File: src/rtl/router_1xn_if.sv
// Byte-stream side and per-channel read side of the 1-to-N packet router.
// The router connects through the slave modport and the traffic source/sink through master.
interface router_1xn_if #(
  parameter int DATA_W    = 8,
  parameter int NUM_PORTS = 3
);
  logic                        pkt_valid;
  logic [DATA_W-1:0]           data_in;
  logic [NUM_PORTS-1:0]        read_enb;
  logic [NUM_PORTS*DATA_W-1:0] data_out;
  logic [NUM_PORTS-1:0]        valid_out;
  logic                        busy;
  logic                        error;
  logic                        drop;
  logic [NUM_PORTS-1:0]        soft_reset;

  modport master (
    output pkt_valid, data_in, read_enb,
    input  data_out, valid_out, busy, error, drop, soft_reset
  );

  modport slave (
    input  pkt_valid, data_in, read_enb,
    output data_out, valid_out, busy, error, drop, soft_reset
  );
endinterface

File: src/rtl/router_1xn.sv
// 1-to-N packet router: decodes header bytes, checks parity and queues each packet in a
// per-channel FIFO; a channel left unread for TIMEOUT cycles is flushed.
module router_1xn #(
  parameter int DATA_W     = 8,
  parameter int NUM_PORTS  = 3,
  parameter int FIFO_DEPTH = 16,
  parameter int TIMEOUT    = 30
) (
  input  logic          clock,
  input  logic          resetn,
  router_1xn_if.slave   bus
);

  localparam int ADDR_W = $clog2(NUM_PORTS);
  localparam int LEN_W  = DATA_W - ADDR_W;
  localparam int PTR_W  = $clog2(FIFO_DEPTH);
  localparam int TCNT_W = $clog2(TIMEOUT + 1);

  localparam logic [1:0] S_DECODE      = 2'd0;
  localparam logic [1:0] S_LOAD_DATA   = 2'd1;
  localparam logic [1:0] S_LOAD_PARITY = 2'd2;
  localparam logic [1:0] S_DROP        = 2'd3;

  localparam logic [LEN_W:0] ONE_R = (LEN_W + 1)'(1);

  logic [1:0]           r_state;
  logic [ADDR_W-1:0]    r_addr;
  logic [LEN_W-1:0]     r_count;
  logic [LEN_W:0]       r_remain;
  logic [DATA_W-1:0]    r_parity;
  logic                 r_error;
  logic                 r_drop;
  logic [NUM_PORTS-1:0] r_soft_reset;

  logic [ADDR_W-1:0]           w_hdr_addr;
  logic [LEN_W-1:0]            w_hdr_len;
  logic                        w_hdr_ok;
  logic [ADDR_W-1:0]           w_target;
  logic                        w_target_full;
  logic                        w_target_flush;
  logic                        w_writing;
  logic                        w_busy;
  logic                        w_accept;
  logic [LEN_W:0]              w_left;
  logic [NUM_PORTS-1:0]        w_full;
  logic [NUM_PORTS-1:0]        w_flush;
  logic [NUM_PORTS-1:0]        w_wr_en;
  logic [NUM_PORTS-1:0]        w_valid_out;
  logic [NUM_PORTS*DATA_W-1:0] w_data_out;

  assign w_hdr_addr = bus.data_in[ADDR_W-1:0];
  assign w_hdr_len  = bus.data_in[DATA_W-1:ADDR_W];
  assign w_hdr_ok   = (int'(w_hdr_addr) < NUM_PORTS);
  assign w_target   = (r_state == S_DECODE) ? w_hdr_addr : r_addr;

  // An out-of-range header address selects no channel, so it never looks full or flushed.
  always_comb begin
    w_target_full  = 1'b0;
    w_target_flush = 1'b0;
    for (int i = 0; i < NUM_PORTS; i++) begin
      if (w_target == ADDR_W'(i)) begin
        w_target_full  = w_full[i];
        w_target_flush = w_flush[i];
      end
    end
  end

  assign w_writing = (r_state == S_LOAD_DATA) || (r_state == S_LOAD_PARITY) ||
                     ((r_state == S_DECODE) && w_hdr_ok);
  assign w_busy    = w_target_full &&
                     ((r_state == S_LOAD_DATA) || (r_state == S_LOAD_PARITY) ||
                      ((r_state == S_DECODE) && bus.pkt_valid && w_hdr_ok));
  assign w_accept  = bus.pkt_valid && !w_busy;

  always_comb begin
    for (int i = 0; i < NUM_PORTS; i++) begin
      w_wr_en[i] = w_accept && w_writing && (w_target == ADDR_W'(i)) && !w_flush[i];
    end
  end

  // Bytes of the current packet still to arrive after an abort; a byte accepted at the flush edge counts as consumed.
  always_comb begin
    w_left = ONE_R;
    if (r_state == S_LOAD_DATA) begin
      w_left = {1'b0, r_count} + ONE_R;
    end
    if (w_accept) begin
      w_left = w_left - ONE_R;
    end
  end

  always_ff @(posedge clock or negedge resetn) begin
    if (!resetn) begin
      r_state      <= S_DECODE;
      r_addr       <= '0;
      r_count      <= '0;
      r_remain     <= '0;
      r_parity     <= '0;
      r_error      <= 1'b0;
      r_drop       <= 1'b0;
      r_soft_reset <= '0;
    end else begin
      r_error      <= 1'b0;
      r_drop       <= 1'b0;
      r_soft_reset <= w_flush;
      case (r_state)
        S_DECODE: begin
          if (w_accept) begin
            if (!w_hdr_ok || w_target_flush) begin
              r_drop   <= 1'b1;
              r_remain <= {1'b0, w_hdr_len} + ONE_R;
              r_state  <= S_DROP;
            end else begin
              r_addr   <= w_hdr_addr;
              r_count  <= w_hdr_len;
              r_parity <= bus.data_in;
              r_state  <= (w_hdr_len != '0) ? S_LOAD_DATA : S_LOAD_PARITY;
            end
          end
        end
        S_LOAD_DATA: begin
          if (w_target_flush) begin
            r_drop   <= 1'b1;
            r_remain <= w_left;
            r_state  <= S_DROP;
          end else if (w_accept) begin
            r_parity <= r_parity ^ bus.data_in;
            r_count  <= r_count - LEN_W'(1);
            if (r_count == LEN_W'(1)) begin
              r_state <= S_LOAD_PARITY;
            end
          end
        end
        S_LOAD_PARITY: begin
          if (w_target_flush) begin
            r_drop   <= 1'b1;
            r_remain <= w_left;
            r_state  <= (w_left == '0) ? S_DECODE : S_DROP;
          end else if (w_accept) begin
            r_error <= (bus.data_in != r_parity);
            r_state <= S_DECODE;
          end
        end
        default: begin
          if (w_accept) begin
            r_remain <= r_remain - ONE_R;
            if (r_remain == ONE_R) begin
              r_state <= S_DECODE;
            end
          end
        end
      endcase
    end
  end

  for (genvar g = 0; g < NUM_PORTS; g++) begin : g_chan
    logic [DATA_W-1:0] r_mem [FIFO_DEPTH];
    logic [PTR_W:0]    r_wptr;
    logic [PTR_W:0]    r_rptr;
    logic [TCNT_W-1:0] r_tcnt;
    logic              w_empty;
    logic              w_pop;
    logic              w_stall;

    // The extra pointer bit separates full (MSBs differ) from empty (pointers equal).
    assign w_empty           = (r_wptr == r_rptr);
    assign w_full[g]         = (r_wptr[PTR_W] != r_rptr[PTR_W]) &&
                               (r_wptr[PTR_W-1:0] == r_rptr[PTR_W-1:0]);
    assign w_valid_out[g]    = !w_empty;
    assign w_data_out[g*DATA_W +: DATA_W] = w_empty ? '0 : r_mem[r_rptr[PTR_W-1:0]];
    assign w_pop             = bus.read_enb[g] && !w_empty;
    assign w_stall           = !w_empty && !bus.read_enb[g];
    assign w_flush[g]        = w_stall && (r_tcnt == TCNT_W'(TIMEOUT - 1));

    always_ff @(posedge clock) begin
      if (w_wr_en[g]) begin
        r_mem[r_wptr[PTR_W-1:0]] <= bus.data_in;
      end
    end

    always_ff @(posedge clock or negedge resetn) begin
      if (!resetn) begin
        r_wptr <= '0;
        r_rptr <= '0;
        r_tcnt <= '0;
      end else if (w_flush[g]) begin
        r_wptr <= '0;
        r_rptr <= '0;
        r_tcnt <= '0;
      end else begin
        if (w_wr_en[g]) begin
          r_wptr <= r_wptr + (PTR_W + 1)'(1);
        end
        if (w_pop) begin
          r_rptr <= r_rptr + (PTR_W + 1)'(1);
        end
        r_tcnt <= w_stall ? r_tcnt + TCNT_W'(1) : '0;
      end
    end
  end

  assign bus.valid_out  = w_valid_out;
  assign bus.data_out   = w_data_out;
  assign bus.busy       = w_busy;
  assign bus.error      = r_error;
  assign bus.drop       = r_drop;
  assign bus.soft_reset = r_soft_reset;

endmodule

File: src/flat_wrapper.sv
// flat-port wrapper written by rule: the top's interface ports become plain ports
module router_1xn_flat 
#(
  parameter int DATA_W     = 8,
  parameter int NUM_PORTS  = 3,
  parameter int FIFO_DEPTH = 16,
  parameter int TIMEOUT    = 30
)
  (clock, resetn, bus_pkt_valid, bus_data_in, bus_read_enb, bus_data_out, bus_valid_out, bus_busy, bus_error, bus_drop, bus_soft_reset);
  router_1xn_if #(.DATA_W(DATA_W), .NUM_PORTS(NUM_PORTS)) bus_i ();
  input  logic clock;
  input  logic resetn;
  input wire logic [$bits(bus_i.pkt_valid)-1:0] bus_pkt_valid;
  input wire logic [$bits(bus_i.data_in)-1:0] bus_data_in;
  input wire logic [$bits(bus_i.read_enb)-1:0] bus_read_enb;
  output wire logic [$bits(bus_i.data_out)-1:0] bus_data_out;
  output wire logic [$bits(bus_i.valid_out)-1:0] bus_valid_out;
  output wire logic [$bits(bus_i.busy)-1:0] bus_busy;
  output wire logic [$bits(bus_i.error)-1:0] bus_error;
  output wire logic [$bits(bus_i.drop)-1:0] bus_drop;
  output wire logic [$bits(bus_i.soft_reset)-1:0] bus_soft_reset;
  assign bus_i.pkt_valid = bus_pkt_valid;
  assign bus_i.data_in = bus_data_in;
  assign bus_i.read_enb = bus_read_enb;
  assign bus_data_out = bus_i.data_out;
  assign bus_valid_out = bus_i.valid_out;
  assign bus_busy = bus_i.busy;
  assign bus_error = bus_i.error;
  assign bus_drop = bus_i.drop;
  assign bus_soft_reset = bus_i.soft_reset;
  router_1xn #(.DATA_W(DATA_W), .NUM_PORTS(NUM_PORTS), .FIFO_DEPTH(FIFO_DEPTH), .TIMEOUT(TIMEOUT)) u_core (.clock(clock), .resetn(resetn), .bus(bus_i));
endmodule
File: config.mk
export PLATFORM = sky130hd
export DESIGN_NAME = router_1xn_flat
export DESIGN_NICKNAME = d
export VERILOG_FILES = /design/src/rtl/router_1xn_if.sv /design/src/rtl/router_1xn.sv /design/src/flat_wrapper.sv
export SDC_FILE = /design/constraint.sdc
export NUM_CORES = 1
export LEC_CHECK = 0
export ABC_AREA = 1
export CAP_MARGIN = 30
export CORE_ASPECT_RATIO = 0.5
export CORE_MARGIN = 4
export CORE_UTILIZATION = 70
export CTS_BUF_LIST = sky130_fd_sc_hd__clkbuf_8
export DETAILED_ROUTE_END_ITERATION = 7
export DONT_BUFFER_PORTS = 1
export PLACE_DENSITY = 0.89
export SETUP_SLACK_MARGIN = 0.1
export SLEW_MARGIN = 25
export SYNTH_ARGS = -nofsm -noshare
export SYNTH_HDL_FRONTEND = slang
export SYNTH_SLANG_ARGS = --single-unit
File: constraint.sdc
create_clock -name clock -period 8.5 [get_ports clock]
set_input_delay 2.125 -clock clock [delete_from_list [all_inputs] [get_ports clock]]
set_output_delay 2.125 -clock clock [all_outputs]
set_load 0.05 [all_outputs]
**Word-level counts from Yosys, hierarchy flattened**

Memory sizes are Yosys's and may differ from the RTL's.
Index checks and enable logic that the tools add are counted.
Widths: inputs -> output; s select.

- Bits in registers: 75
- Memory bits (writable): 384
- Input port bits: 14
- Output and inout bits: 33
- Memories kept: 3

- Add/sub/neg operators: 14
- $lt $le $gt $ge: 1
- Eq/ne operators: 28
- Muxes and demuxes: 70
- Bitwise operators: 2
- Reduce and logical (&&, ||, !) cells: 58

Memory list:

| memory | words | width | read ports | clocked after Yosys merged registers in | write ports | RTL line | source |
|---|---|---|---|---|---|---|---|
| u_core.g_chan[0].r_mem | 16 | 8 | 1 | 0 | 1 | router_1xn.sv:157 | `logic [DATA_W-1:0] r_mem [FIFO_DEPTH];` |
| u_core.g_chan[1].r_mem | 16 | 8 | 1 | 0 | 1 | router_1xn.sv:157 |  |
| u_core.g_chan[2].r_mem | 16 | 8 | 1 | 0 | 1 | router_1xn.sv:157 |  |

Operators by type and width:

| cell | number |
|---|---|
| $mux 5 | 18 |
| $mux 8 | 7 |
| $add 5x1->5 const B | 9 |
| $mux 7 | 6 |
| $logic_and 1x1->1 | 24 |
| $mux 2 | 12 |
| $mux 6 | 4 |
| $mux 1 | 18 |
| $pmux 8 s2 | 1 |
| $reduce_bool 2->1 | 8 |
| $eq 5x5->1 | 3 |
| $eq 5x5->1 const B | 3 |
| $add 6x1->7 const B | 2 |
| $pmux 7 s2 | 1 |
| $sub 7x1->7 const B | 2 |
| $eq 4x4->1 | 3 |
| $pmux 6 s2 | 1 |
| $logic_not 1->1 | 11 |
| $ne 8x8->1 | 1 |
| $xor 8x8->8 | 1 |
| $eq 7x1->1 const B | 1 |
| $logic_not 7->1 | 1 |
| $eq 6x1->1 const B | 1 |
| $ne 2x1->1 const B | 3 |
| 21 further kinds | 32 |

**Logic depth before layout (Yosys ltp)**

- Depth after elaboration: 14
- Gate-level depth with buffers: 23
- Depth with buffers taken out: 21

**Worst setup path after synthesis**

Ideal clock, no wire load.

- Kind: input-to-output
- From: in bus_data_in[1]
- To: out bus_busy
- Arrival time: 3098 ps
- Required time: 6375 ps
- Slack: 3277 ps
- Cell stages on the path: 9
- Buffers on the path: 0
- Cell sequence: inv_1 > nand2_1 > nand2_2 > nand2_1 > nor2_1 > nand3_1 > nand3_2 > nand2_4 > inv_1

- Cells in the longest elaborated chain, start to end: 6
- Elaborated cells on any way between the ends: 11
- Classes of those cells: 1 x order compare; 2 x eq/ne; 4 x mux; 4 x reduce/logical

RTL lines:

| element | RTL line | source |
|---|---|---|
| start, declared | flat_wrapper.sv:14 | `input wire logic [$bits(bus_i.data_in)-1:0] bus_data_in;` |
| $mux 2 | router_1xn.sv:54 | `assign w_target = (r_state == S_DECODE) ? w_hdr_addr : r_addr;` |
| $logic_not 2->1 | router_1xn.sv:61 | `if (w_target == ADDR_W'(i)) begin` |
| $mux 1 (3 in a row) | router_1xn.sv:61 |  |
| $logic_and 1x1->1 * | router_1xn.sv:70 | `assign w_busy = w_target_full &&` |
| end, declared | flat_wrapper.sv:18 | `output wire logic [$bits(bus_i.busy)-1:0] bus_busy;` |

Mark *: on every way between the ends. The rest lies on a longest branch, timed or not.

**Worst setup path in the final report**

- From: reg u_core.g_chan[0].r_rptr[2]
- To: out bus_data_out[6]

- Cells in the longest elaborated chain, start to end: 2
- Elaborated cells on any way between the ends: 3
- Classes of those cells: 1 x eq/ne; 1 x mux; 1 x memory

RTL lines:

| element | RTL line | source |
|---|---|---|
| start, declared | router_1xn.sv:159 | `logic [PTR_W:0] r_rptr;` |
| start signal, assigned | router_1xn.sv:195 | `r_rptr <= r_rptr + (PTR_W + 1)'(1);` |
| $mem_v2 16x8 or $eq 5x5->1 (tied branches) | - |  |
| $mux 8 * | router_1xn.sv:170 | `assign w_data_out[g*DATA_W +: DATA_W] = w_empty ? '0 : r_mem[r_rptr[PTR_W-1:0]];` |
| end, declared | flat_wrapper.sv:16 | `output wire logic [$bits(bus_i.data_out)-1:0] bus_data_out;` |

Marked as above.

==> flow_metrics.tcl <==
set metrics [dict create \
    status "finished clean" \
    synth_edf_count 384 \
    nNetsFinal 1819 \
    cts_tree "done" \
    crit_slowest_cell "dfrtp_1" \
    ys.flop_type "edfxtp_1" \
    viasPerCell 6.55 \
    clock_sinks 459 \
    ant_nets 0 \
    cp-start-kind "flop" \
    tightest_slew_ps 1060 \
    relSlewSlack 0.297 \
    path_cells "clkinv_1 -> o211ai_1 -> nand3_1 -> a21oi_1" \
    hold_path.class "flop to flop" \
    route.detailed.drc 0 \
    finalHoldViolCount 0 \
    final-setup-viol-count 0 \
    cts_hold_buf 0 \
    required_ps 6380 \
    stdcell_area_mm2 0.0218 \
    ys_ff_latch 459 \
    core_area_mm2 0.0281 \
    synth_xor_area_frac 0.0181 \
    n_antenna_cell 0 \
    grt_max_degree 76 \
    synth_nets 1814 \
    dp_hpwl_mm 29.3 \
    critPathArrivalTime_ps 3580 \
    cts-root-buf "clkbuf_8" \
    fin_total_pwr_mw 7.41 \
    drt-pass1-iter-count 7 \
    dieArea_mm2 0.0320 \
    wl_per_cell_um 21.8 \
    worst_setup_path_end_kind "output port" \
    p_leak_nw 8.12 \
    cts_resized 0 \
    path_class "flop to output port" \
    ir_drop_mv 0.292 \
    chipHeight_um 128 \
    yosys.area_share.simple 0.127 \
    clock_path_buffers 3 \
    slew_violations 0 \
    power_per_cell_area_mw_per_mm2 339 \
    finClkSkew_ps 24.3 \
    area_delta_synth_final_pct 7.50 \
    drtIter0Drc 2406 \
    async_reset_ff_frac 0.163 \
    drive_gt1_frac 0.0941 \
    port_buffers 0 \
    initial_core_util 0.722 \
    fin_crit_ps 5710 \
    overflow 0 \
    dpl_cell_area_mm2 0.0207 \
    setup_tns_ps 0 \
    path_clk_slew_ps 70 \
    fmax_mhz 175 \
    synth_top_family_by_area "simple AND/OR/NAND/NOR gates" \
    antenna_found_initial 0 \
    io_pins 47 \
    cts_buffers 59 \
    seq_area_frac_synth 0.660 \
    syn_area_mm2 0.0203 \
    synth_cell_type_count 46 \
    rsz0062_at_grt "false" \
    die_x_um 249 \
    synth-compound-area-share 0.116 \
    max_stage_delay_ps 870 \
    muxShareOfSynthArea 0.0158 \
    grt_pass1_vias 14200 \
    via_count 14400 \
    avgSynthCellArea_um2 11.5 \
    synthAdderAreaFrac 0.0203 \
    period_share 0.671 \
    syn_inst 1767 \
    cts_setup_buffers 0 \
    grt_usage 0.298 \
    cap_violations 0 \
    row_count 43 \
    worstSkewPairLatency_ps 630 \
    cts_max_level 2 \
    yosys_warnings 0 \
    routed_wl_mm 47.9 \
    cp_max_fo 21 \
    grt_pass1_wl_mm 75.5 \
    place.gp.congestion 0.931 \
]
-- worst max-delay path: cells and delay by family, from the launching register on --
family | cells | cell delay (ps)
AO/OA/AOI/OAI | 2 | 1160
flip-flops | 1 | 870
buffers and inverters | 1 | 720
AND/OR/NAND/NOR | 1 | 200
-- state kept, by name (all words and copies together) (netlist names), 3 cells and up --
signal / cells
u_core.r_remain: 7
u_core.g_chan.r_tcnt: 15
u_core.r_count: 6
u_core.g_chan.r_rptr: 15
u_core.g_chan.r_wptr: 15
u_core.r_parity: 8
u_core.g_chan.r_mem: 384
u_core.bus.soft_reset: 3
-- layer usage --
| layer | global-route usage | up-vias | share of wire |
|---|---|---|---|
| met1 | 0.395 | 6929 | 0.38 |
| met3 | 0.0630 | 172 | 0.11 |
| met5 | 0 | - | 0 |
| li1 | - | 6304 | - |
| met4 | 0.127 | 0 | 0.038 |
| met2 | 0.492 | 1013 | 0.48 |
-- per-stage QoR --
stage	hold slack (ps)	setup WS, ps	util	cells
after floorplan	453	3280	-	1767
after global placement	472	3060	0.729	2082
after detailed placement	485	2920	0.736	2089
after CTS	502	2640	0.774	2196
after global routing	530	2650	0.776	2200
final	504	2790	0.776	2200
-- synthesized netlist by cell type, types with 4 or more instances --
cell type / instances / share of area
nand2_1: 212 / 0.039
nand4_1: 7 / 0.0022
o22ai_1: 43 / 0.013
inv_2: 14 / 0.0026
dfrtp_1: 75 / 0.092
o21ai_0: 209 / 0.052
nand2_4: 8 / 0.0044
clkinv_1: 5 / 0.00092
nor2_4: 4 / 0.0022
nand3_1: 78 / 0.019
o21ai_1: 11 / 0.0027
o211ai_1: 41 / 0.015
buf_2: 4 / 0.00099
xor2_1: 30 / 0.013
xnor2_1: 12 / 0.0052
buf_1: 5 / 0.00092
nor2_1: 226 / 0.042
inv_1: 113 / 0.021
ha_1: 33 / 0.020
a31oi_1: 18 / 0.0055
edfxtp_1: 384 / 0.57
mux2i_1: 32 / 0.016
o221ai_1: 28 / 0.012
a21oi_1: 53 / 0.013
nor3_1: 16 / 0.0039
clkbuf_1: 61 / 0.011
nor2_2: 5 / 0.0015
nand2_2: 9 / 0.0028
-- cells by family after synthesis --
kind of cell	count (synthesis)
multiplexers	32
adder cells (fa/ha/maj)	33
AND/OR/NAND/NOR	580
XOR/XNOR	42
AO/OA/AOI/OAI	410
buffers and inverters	211
flip-flops	459
-- report_power, final --
| part | internal [mW] | switching (mW) |
|---|---|---|
| Combinational | 0.821 | 2.19 |
| Sequential | 2.63 | 0.246 |
| Clock | 0.713 | 0.802 |
| Total | 4.17 | 3.24 |
-- layout by cell type (no fill, tap or decap), drive strengths merged --
master    synthesis  routed
edfxtp          384     384
nor2            238     238
nand2           230     230
o21ai           222     222
inv             128     154
nand3            84      84
dfrtp            75      75
clkbuf           62      63
a21oi            56      56
o22ai            43      43
o211ai           41      41
ha               33      33
mux2i            32      32
xor2             30      30
o221ai           28      28
buf              16      22
clkinv            5      21
a31oi            18      18
nor3             16      16
xnor2            12      12
nand4             8       8
and2              1       1
a22oi             1       1
or2               1       1
or4               1       1
and3              1       1
o31ai             1       1
clkinvlp          0       1
bufinv            0       1
-- cell type report --
class                   count  area [um2]
flip-flops and latches    459       13400
well taps                 382         478
inverters                 133         502
clock buffers              63         867
multi-input cells        1097        6150
clock inverters            44         206
repair buffers             22         210
fillers                  1628        6310
-- worst paths after layout --
kind / end / slack (ps) / cells past startpoint / startpoint
max: bus_data_out[6] / 2790 / 4 / u_core.g_chan[0].r_rptr[2]
min: u_core.r_parity[3] / 500 / 2 / u_core.r_parity[3]
max reg2reg: u_core.g_chan[1].r_mem[9][2] / 4660 / 16 / u_core.r_state[0]
min reg2reg: u_core.r_parity[3] / 500 / 2 / u_core.r_parity[3]
max in group asynchronous: u_core.g_chan[0].r_rptr[0] / 7100 / 0 / resetn
min in group asynchronous: u_core.g_chan[1].r_rptr[2] / 1200 / 0 / resetn
No activity file was read; power rests on OpenSTA's default activity.
